==> config.mk <==
export PLATFORM = sky130hd
export DESIGN_NAME = serial_subtractor
export DESIGN_NICKNAME = d
export VERILOG_FILES = /design/src/rtl/serial_subtractor_pkg.sv /design/src/rtl/serial_subtractor_full_subtractor.sv /design/src/rtl/serial_subtractor.sv
export SDC_FILE = /design/constraint.sdc
export NUM_CORES = 1
export LEC_CHECK = 0
export ABC_AREA = 1
export ABC_CLOCK_PERIOD_IN_PS = 2500
export CORE_ASPECT_RATIO = 0.8
export CORE_MARGIN = 2
export CORE_UTILIZATION = 32
export CTS_BUF_LIST = sky130_fd_sc_hd__clkbuf_8
export DETAILED_ROUTE_END_ITERATION = 10
export SLEW_MARGIN = 30
export SYNTH_ARGS = -nofsm -noshare
export SYNTH_HDL_FRONTEND = slang
export SYNTH_SLANG_ARGS = --single-unit
==> constraint.sdc <==
create_clock -name clk -period 2.5 [get_ports clk]
set_input_delay 0.5 -clock clk [delete_from_list [all_inputs] [get_ports clk]]
set_output_delay 0.5 -clock clk [all_outputs]
set_load 0.005 [all_outputs]
==> src/rtl/serial_subtractor_pkg.sv <==
// rtl/serial_subtractor_pkg.sv - shared state encoding and counter width helper for serial_subtractor
package serial_subtractor_pkg;

  typedef enum logic [1:0] {
    ST_IDLE  = 2'd0,
    ST_SHIFT = 2'd1,
    ST_DONE  = 2'd2
  } state_t;

  function automatic int cnt_width(input int width);
    return $clog2(width + 1);
  endfunction

endpackage

==> src/rtl/serial_subtractor_full_subtractor.sv <==
// rtl/serial_subtractor_full_subtractor.sv - one-bit combinational full subtractor cell
module full_subtractor (
  input  logic a,
  input  logic b,
  input  logic bin,
  output logic d,
  output logic bout
);

  assign d    = a ^ b ^ bin;
  assign bout = (~a & b) | (~(a ^ b) & bin);

endmodule

==> src/rtl/serial_subtractor.sv <==
// rtl/serial_subtractor.sv - bit-serial LSB-first subtractor with start/done handshake
module serial_subtractor
  import serial_subtractor_pkg::*;
#(
  parameter int WIDTH = 8,
  parameter int CNT_W = cnt_width(WIDTH)
) (
  input  logic             clk,
  input  logic             rst_n,
  input  logic             start,
  input  logic             borrow_in,
  input  logic [WIDTH-1:0] a_in,
  input  logic [WIDTH-1:0] b_in,
  output logic             busy,
  output logic             done,
  output logic [WIDTH-1:0] diff,
  output logic             borrow_out,
  output logic             diff_bit
);

  state_t             r_state;
  state_t             w_state_nxt;
  logic               w_load;
  logic               w_shift;
  logic               w_last;
  logic               w_bit_d;
  logic               w_bit_bout;
  logic [WIDTH-1:0]   r_a;
  logic [WIDTH-1:0]   r_b;
  logic [WIDTH-1:0]   r_res;
  logic               r_borrow;
  logic [CNT_W-1:0]   r_cnt;
  logic               r_busy;
  logic               r_done;
  logic [WIDTH-1:0]   r_diff;
  logic               r_borrow_out;
  logic               r_diff_bit;

  full_subtractor u_cell (
    .a    (r_a[0]),
    .b    (r_b[0]),
    .bin  (r_borrow),
    .d    (w_bit_d),
    .bout (w_bit_bout)
  );

  // Start is only honoured outside SHIFT, which also gives back-to-back from DONE
  always_comb begin
    w_state_nxt = r_state;
    w_load      = 1'b0;
    w_shift     = 1'b0;
    w_last      = 1'b0;
    case (r_state)
      ST_IDLE, ST_DONE: begin
        if (start) begin
          w_load      = 1'b1;
          w_state_nxt = ST_SHIFT;
        end else begin
          w_state_nxt = ST_IDLE;
        end
      end
      ST_SHIFT: begin
        w_shift = 1'b1;
        if (r_cnt == CNT_W'(WIDTH - 1)) begin
          w_last      = 1'b1;
          w_state_nxt = ST_DONE;
        end
      end
      default: w_state_nxt = ST_IDLE;
    endcase
  end

  always_ff @(posedge clk or negedge rst_n) begin
    if (!rst_n) begin
      r_state <= ST_IDLE;
    end else begin
      r_state <= w_state_nxt;
    end
  end

  always_ff @(posedge clk or negedge rst_n) begin
    if (!rst_n) begin
      r_a          <= '0;
      r_b          <= '0;
      r_res        <= '0;
      r_borrow     <= 1'b0;
      r_cnt        <= '0;
      r_busy       <= 1'b0;
      r_done       <= 1'b0;
      r_diff       <= '0;
      r_borrow_out <= 1'b0;
      r_diff_bit   <= 1'b0;
    end else begin
      r_done <= w_last;
      if (w_load) begin
        r_a      <= a_in;
        r_b      <= b_in;
        r_borrow <= borrow_in;
        r_cnt    <= '0;
        r_busy   <= 1'b1;
      end else if (w_shift) begin
        r_a        <= r_a >> 1;
        r_b        <= r_b >> 1;
        r_borrow   <= w_bit_bout;
        r_res      <= {w_bit_d, r_res[WIDTH-1:1]};
        r_diff_bit <= w_bit_d;
        r_cnt      <= r_cnt + CNT_W'(1);
        if (w_last) begin
          r_busy       <= 1'b0;
          r_diff       <= {w_bit_d, r_res[WIDTH-1:1]};
          r_borrow_out <= w_bit_bout;
        end
      end
    end
  end

  assign busy       = r_busy;
  assign done       = r_done;
  assign diff       = r_diff;
  assign borrow_out = r_borrow_out;
  assign diff_bit   = r_diff_bit;

endmodule

; Yosys cells after proc, flatten, opt, wreduce, memory -nomap -nowiden
; Cells that the tools add are included.
[totals]
reg_bits = 43
in_bits = 20
out_inout_bits = 12
[op_classes]
addsub = 1
eq_ne = 4
muxes = 19
bitwise_logic = 8
reduce_logical = 7
[ops]
columns = op, count
row1 = 8-bit 2-to-1 mux, 4
row2 = 1-bit 2-to-1 mux, 11
row3 = 4-bit 2-to-1 mux, 2
row4 = "4-bit by 1-bit adder with 4-bit output, second input constant", 1
row5 = "4-bit by 3-bit == test with 1-bit output, second input constant", 1
row6 = 2-bit case mux with 2 select lines, 1
row7 = 2-bit AND reduction, 2
row8 = 2-bit nonzero test, 2
row9 = 1-bit inverter, 3
row10 = 3-bit AND reduction, 1
row11 = 1-bit AND, 2
row12 = "2-bit by 1-bit == test with 1-bit output, second input constant", 1
row13 = "2-bit == test, second input constant", 1
row14 = 2-bit zero test, 1
row15 = 2-bit 2-to-1 mux, 1
row16 = "2-bit inequality test, second input constant", 1
row17 = 2-bit OR reduction, 1
row18 = 1-bit bitwise XOR, 2
row19 = 1-bit bitwise OR, 1

; Logic depth before layout (Yosys ltp)
[logic_depth]
depth_word = 6
depth_mapped = 8
mapped_depth_nobuf = 7

; Cells and area by module
; From an unflattened synthesis, not the netlist that was laid out.
[hier_totals]
cells_unflattened = 227
area_unflattened_um2 = 1870.5
[modules_own_cells]
columns = module, instances, cells_per_inst, area_per_inst_um2, seq_area_each_um2
row1 = serial_subtractor, 1, 223, 1839.3, 1026.0
row2 = full_subtractor, 1, 4, 31.3, 0.0

; Least setup slack after synthesis
; Ideal clock, no wire load.
[synth_timing]
kind = register to register
from = register r_b[0]
to = register r_diff_bit (netlist: diff_bit)
setup_time_ns = 0.083
t_arrival_ns = 1.063
slack_ns = 1.354
path_stages_with_launch = 5
n_path_buf = 0
period_less_slack_ns = 1.146
path_cell_list = dfrtp_1 > inv_1 > fa_1 > inv_1 > o21ai_0
[synth_between]
elab_chain_cells = 2
[synth_lines]
columns = item, line
row1 = from (decl), serial_subtractor.sv:29  ; logic [WIDTH-1:0] r_b;
row2 = from (signal assigned), serial_subtractor.sv:97  ; r_b <= b_in;
row3 = from (signal assigned), serial_subtractor.sv:103  ; r_b <= r_b >> 1;
row4 = 1-bit bitwise XOR (2 in series), serial_subtractor_full_subtractor.sv:10  ; assign d = a ^ b ^ bin;
row5 = named net u_cell.d, serial_subtractor_full_subtractor.sv:6  ; output logic d,
row6 = to (signal assigned), serial_subtractor.sv:106  ; r_diff_bit <= w_bit_d;
row7 = to (decl), serial_subtractor.sv:37  ; logic r_diff_bit;
; The timed path passes the listed nets, and every way through them passes these cells.
; A chain may end at the register's enable or synchronous reset.

; Worst setup path in the final report
[layout_timing]
from = register r_diff_bit (netlist: diff_bit)
to = output port diff_bit
[layout_rtl]
columns = item, line
row1 = to (decl), serial_subtractor.sv:18  ; output logic diff_bit
; No word-level cell between the ends.

==> metrics.txt <==
clock slew at reported path FFs 80 ps; post-route cell area between 2000 and 2500 um^2; drt via density 4.27; grt ovf 0; ANT nets after route 0; Mapped Avg Cell Area between 9 and 10 um^2; Row Count 24; die width 87.9 um; sw frac 37.7%; Slowest cell on crit path clkdlybuf4s50_1; Initial Utilization 33.1%; Crit path arrival time 1180 ps; measured slew at the worst slew-check pin 500 ps; Max IR drop VDD 0.000354 V; crit path kind flop to output port; cts hold-fix bufs 0; power per cell area 1190 nW/um^2; post-synth cell types 22; layout cell share with drive strength beyond 1 15.6%; latest clock arrival within the worst-skew pair 280 ps; RSZ-0062 raised after global routing false; Top delay family on crit path buffers and inverters; CTS Sinks 41; combinational share of power 41.0%; vias in the first global route 1275; Slew HR about 67%; CTS tree done; DIE HEIGHT 71.1 um; CP max stage delay 520 ps; Root Buffer Master clkbuf_8; part of the cycle the worst path needs 67.0%; clk_skew 3.25 ps; Max Slew Vio Count 0; Initial DRC Count 44; area of the mapped netlist around 1800 um^2; synthesized flop and latch total 41; post-CTS sizing 0; Pleak 1.05 nW; setup bufs post-CTS 0; DR vias roughly 1300; Pwr Total about 0.0027 W; sum of negative setup slack 0 ps; Post-DP Area 2160 um^2; die area 6250 um^2; largest net degree at the start of global routing 28; H-tree level count 2; WP buf/inv 1; GRT Util Overall 12.5%; Final Critical Period between 1500 and 2000 ps; area grow syn2layout 24.9%; maximum capacitance violations 0; critical-path cell list clkdlybuf4s50_1; Antenna diodes 0; crit end category output port; Synth Instances 191; Yosys Warn Count 0; GPL Wtd Cong around 0.76; num ports 32; clock power share 16.1%; worst path required time around 2000 ps; startpoint type of the worst setup path flop; drc violations 0; Seq/Total Area, Yosys 56.9%; HP Class input pin to async pin; core area 5440 um^2; maximum clock path buffer count 2; CP max FO 3; first-pass GRT wire length 5.94 mm; drt wl/cell approximately 12 um; worst hold slack 172 ps; Setup-failing EPs final 0; fin nets between 200 and 250; PortBufs 31; share of power burned in registers between 40% and 50%; fill cell count 551; Syn Nets 213; status finished clean; TritonRoute pass-1 iters 4; Max Fclk about 600 MHz; final hold violations 0; P_sw about 0.0010 W; Post-DP HPWL 2.46 mm; initial antenna violation count 0; CTS buffer count 5; final wirelength 3.48 mm; internal power 0.00167 W
==> per-layer routing <==
metal  vias up  GRT usage (%)  wire, um
met4         0           4.62        36
met5         -              0         0
met3         4           3.50       134
met2        26           17.2      1450
li1        662              -         -
met1       598           18.6      1850
==> layout by cell type, fill, tap and decap left out, types with 2 or more instances in the layout <==
cell type,count
clkbuf_8,6
nand2_1,53
nand2_2,2
buf_4,3
o21ai_0,20
inv_1,17
nor2_1,16
o211ai_2,2
dfrtp_1,41
nand2_4,2
inv_2,3
nor3_2,3
nor2_2,3
a21oi_1,6
o21ai_2,9
clkdlybuf4s50_1,30
o211ai_1,2
==> through the flow <==
step                cells  util [%]  setup slack [ps]
floorplan             191         -              1350
global placement      295      39.8               716
detailed placement    295      39.8               678
CTS                   302      41.4               808
global route          302      41.4               759
finish                302      41.4               824
==> sequential cells by signal (all words and copies together), names as in the netlist <==
register	count
borrow_out	1
busy	1
diff	8
diff_bit	1
done	1
r_a	8
r_b	8
r_borrow	1
r_cnt	4
r_res	6
r_state	2
==> Yosys cell counts <==
library cell	n	area [um^2]
nand2_4	2	22.5
nand2_2	2	12.5
buf_6	4	45.0
nand3_1	1	5.00
clkbuf_1	1	3.75
o21ai_1	1	5.00
o21ai_2	9	78.8
dfrtp_1	41	1030
nor2_1	16	60.1
o211ai_1	2	15.0
fa_1	1	20.0
inv_1	16	60.1
nand2_1	53	199
a21oi_1	6	30.0
o21ai_0	20	100
nor3_2	3	30.0
ha_1	1	12.5
inv_2	3	11.3
buf_2	3	15.0
o211ai_2	2	25.0
nor2_2	3	18.8
inv_4	1	6.26
==> final timing paths <==
kind / start / end / slack, ps / cells after the start
max in group asynchronous: rst_n / r_res[6] / 1680 / 2
hold / removal: rst_n / r_b[6] / 170 / 1
min in group clk: r_b[4] / r_b[4] / 480 / 2
hold reg to reg: r_b[4] / r_b[4] / 480 / 2
setup reg to reg: r_state[0] / diff[0] / 1000 / 6
setup / recovery: diff_bit / diff_bit / 820 / 1
==> power groups by stage <==
stage	Combinational (W)	Sequential, W	Clock (W)
after floorplan	0.000790	0.00113	0
after global placement	0.00110	0.00116	0
after detailed placement	0.00112	0.00116	0
after CTS	0.00112	0.00115	0.000448
after global routing	0.00126	0.00119	0.000473
final	0.00110	0.00115	0.000432
==> area by class of cell <==
type                    instances  area [um^2]  share of cell area [%]
clock inverters                 1         3.75                   0.167
flip-flops and latches         41         1030                    45.6
inverters                      20         77.6                    3.45
well taps                      78         97.6                    4.34
multi-input cells             122          634                    28.2
clock buffers                   6         82.6                    3.67
repair buffers                 34          328                    14.6
==> cells by family after synthesis <==
kind of cell             share of synthesized area, %
adder cells (fa/ha/maj)                          1.81
flip-flops                                       56.9
AO/OA/AOI/OAI                                    14.1
AND/OR/NAND/NOR                                  19.3
buffers and inverters                            7.85
Power figures use the tool's default switching activity.
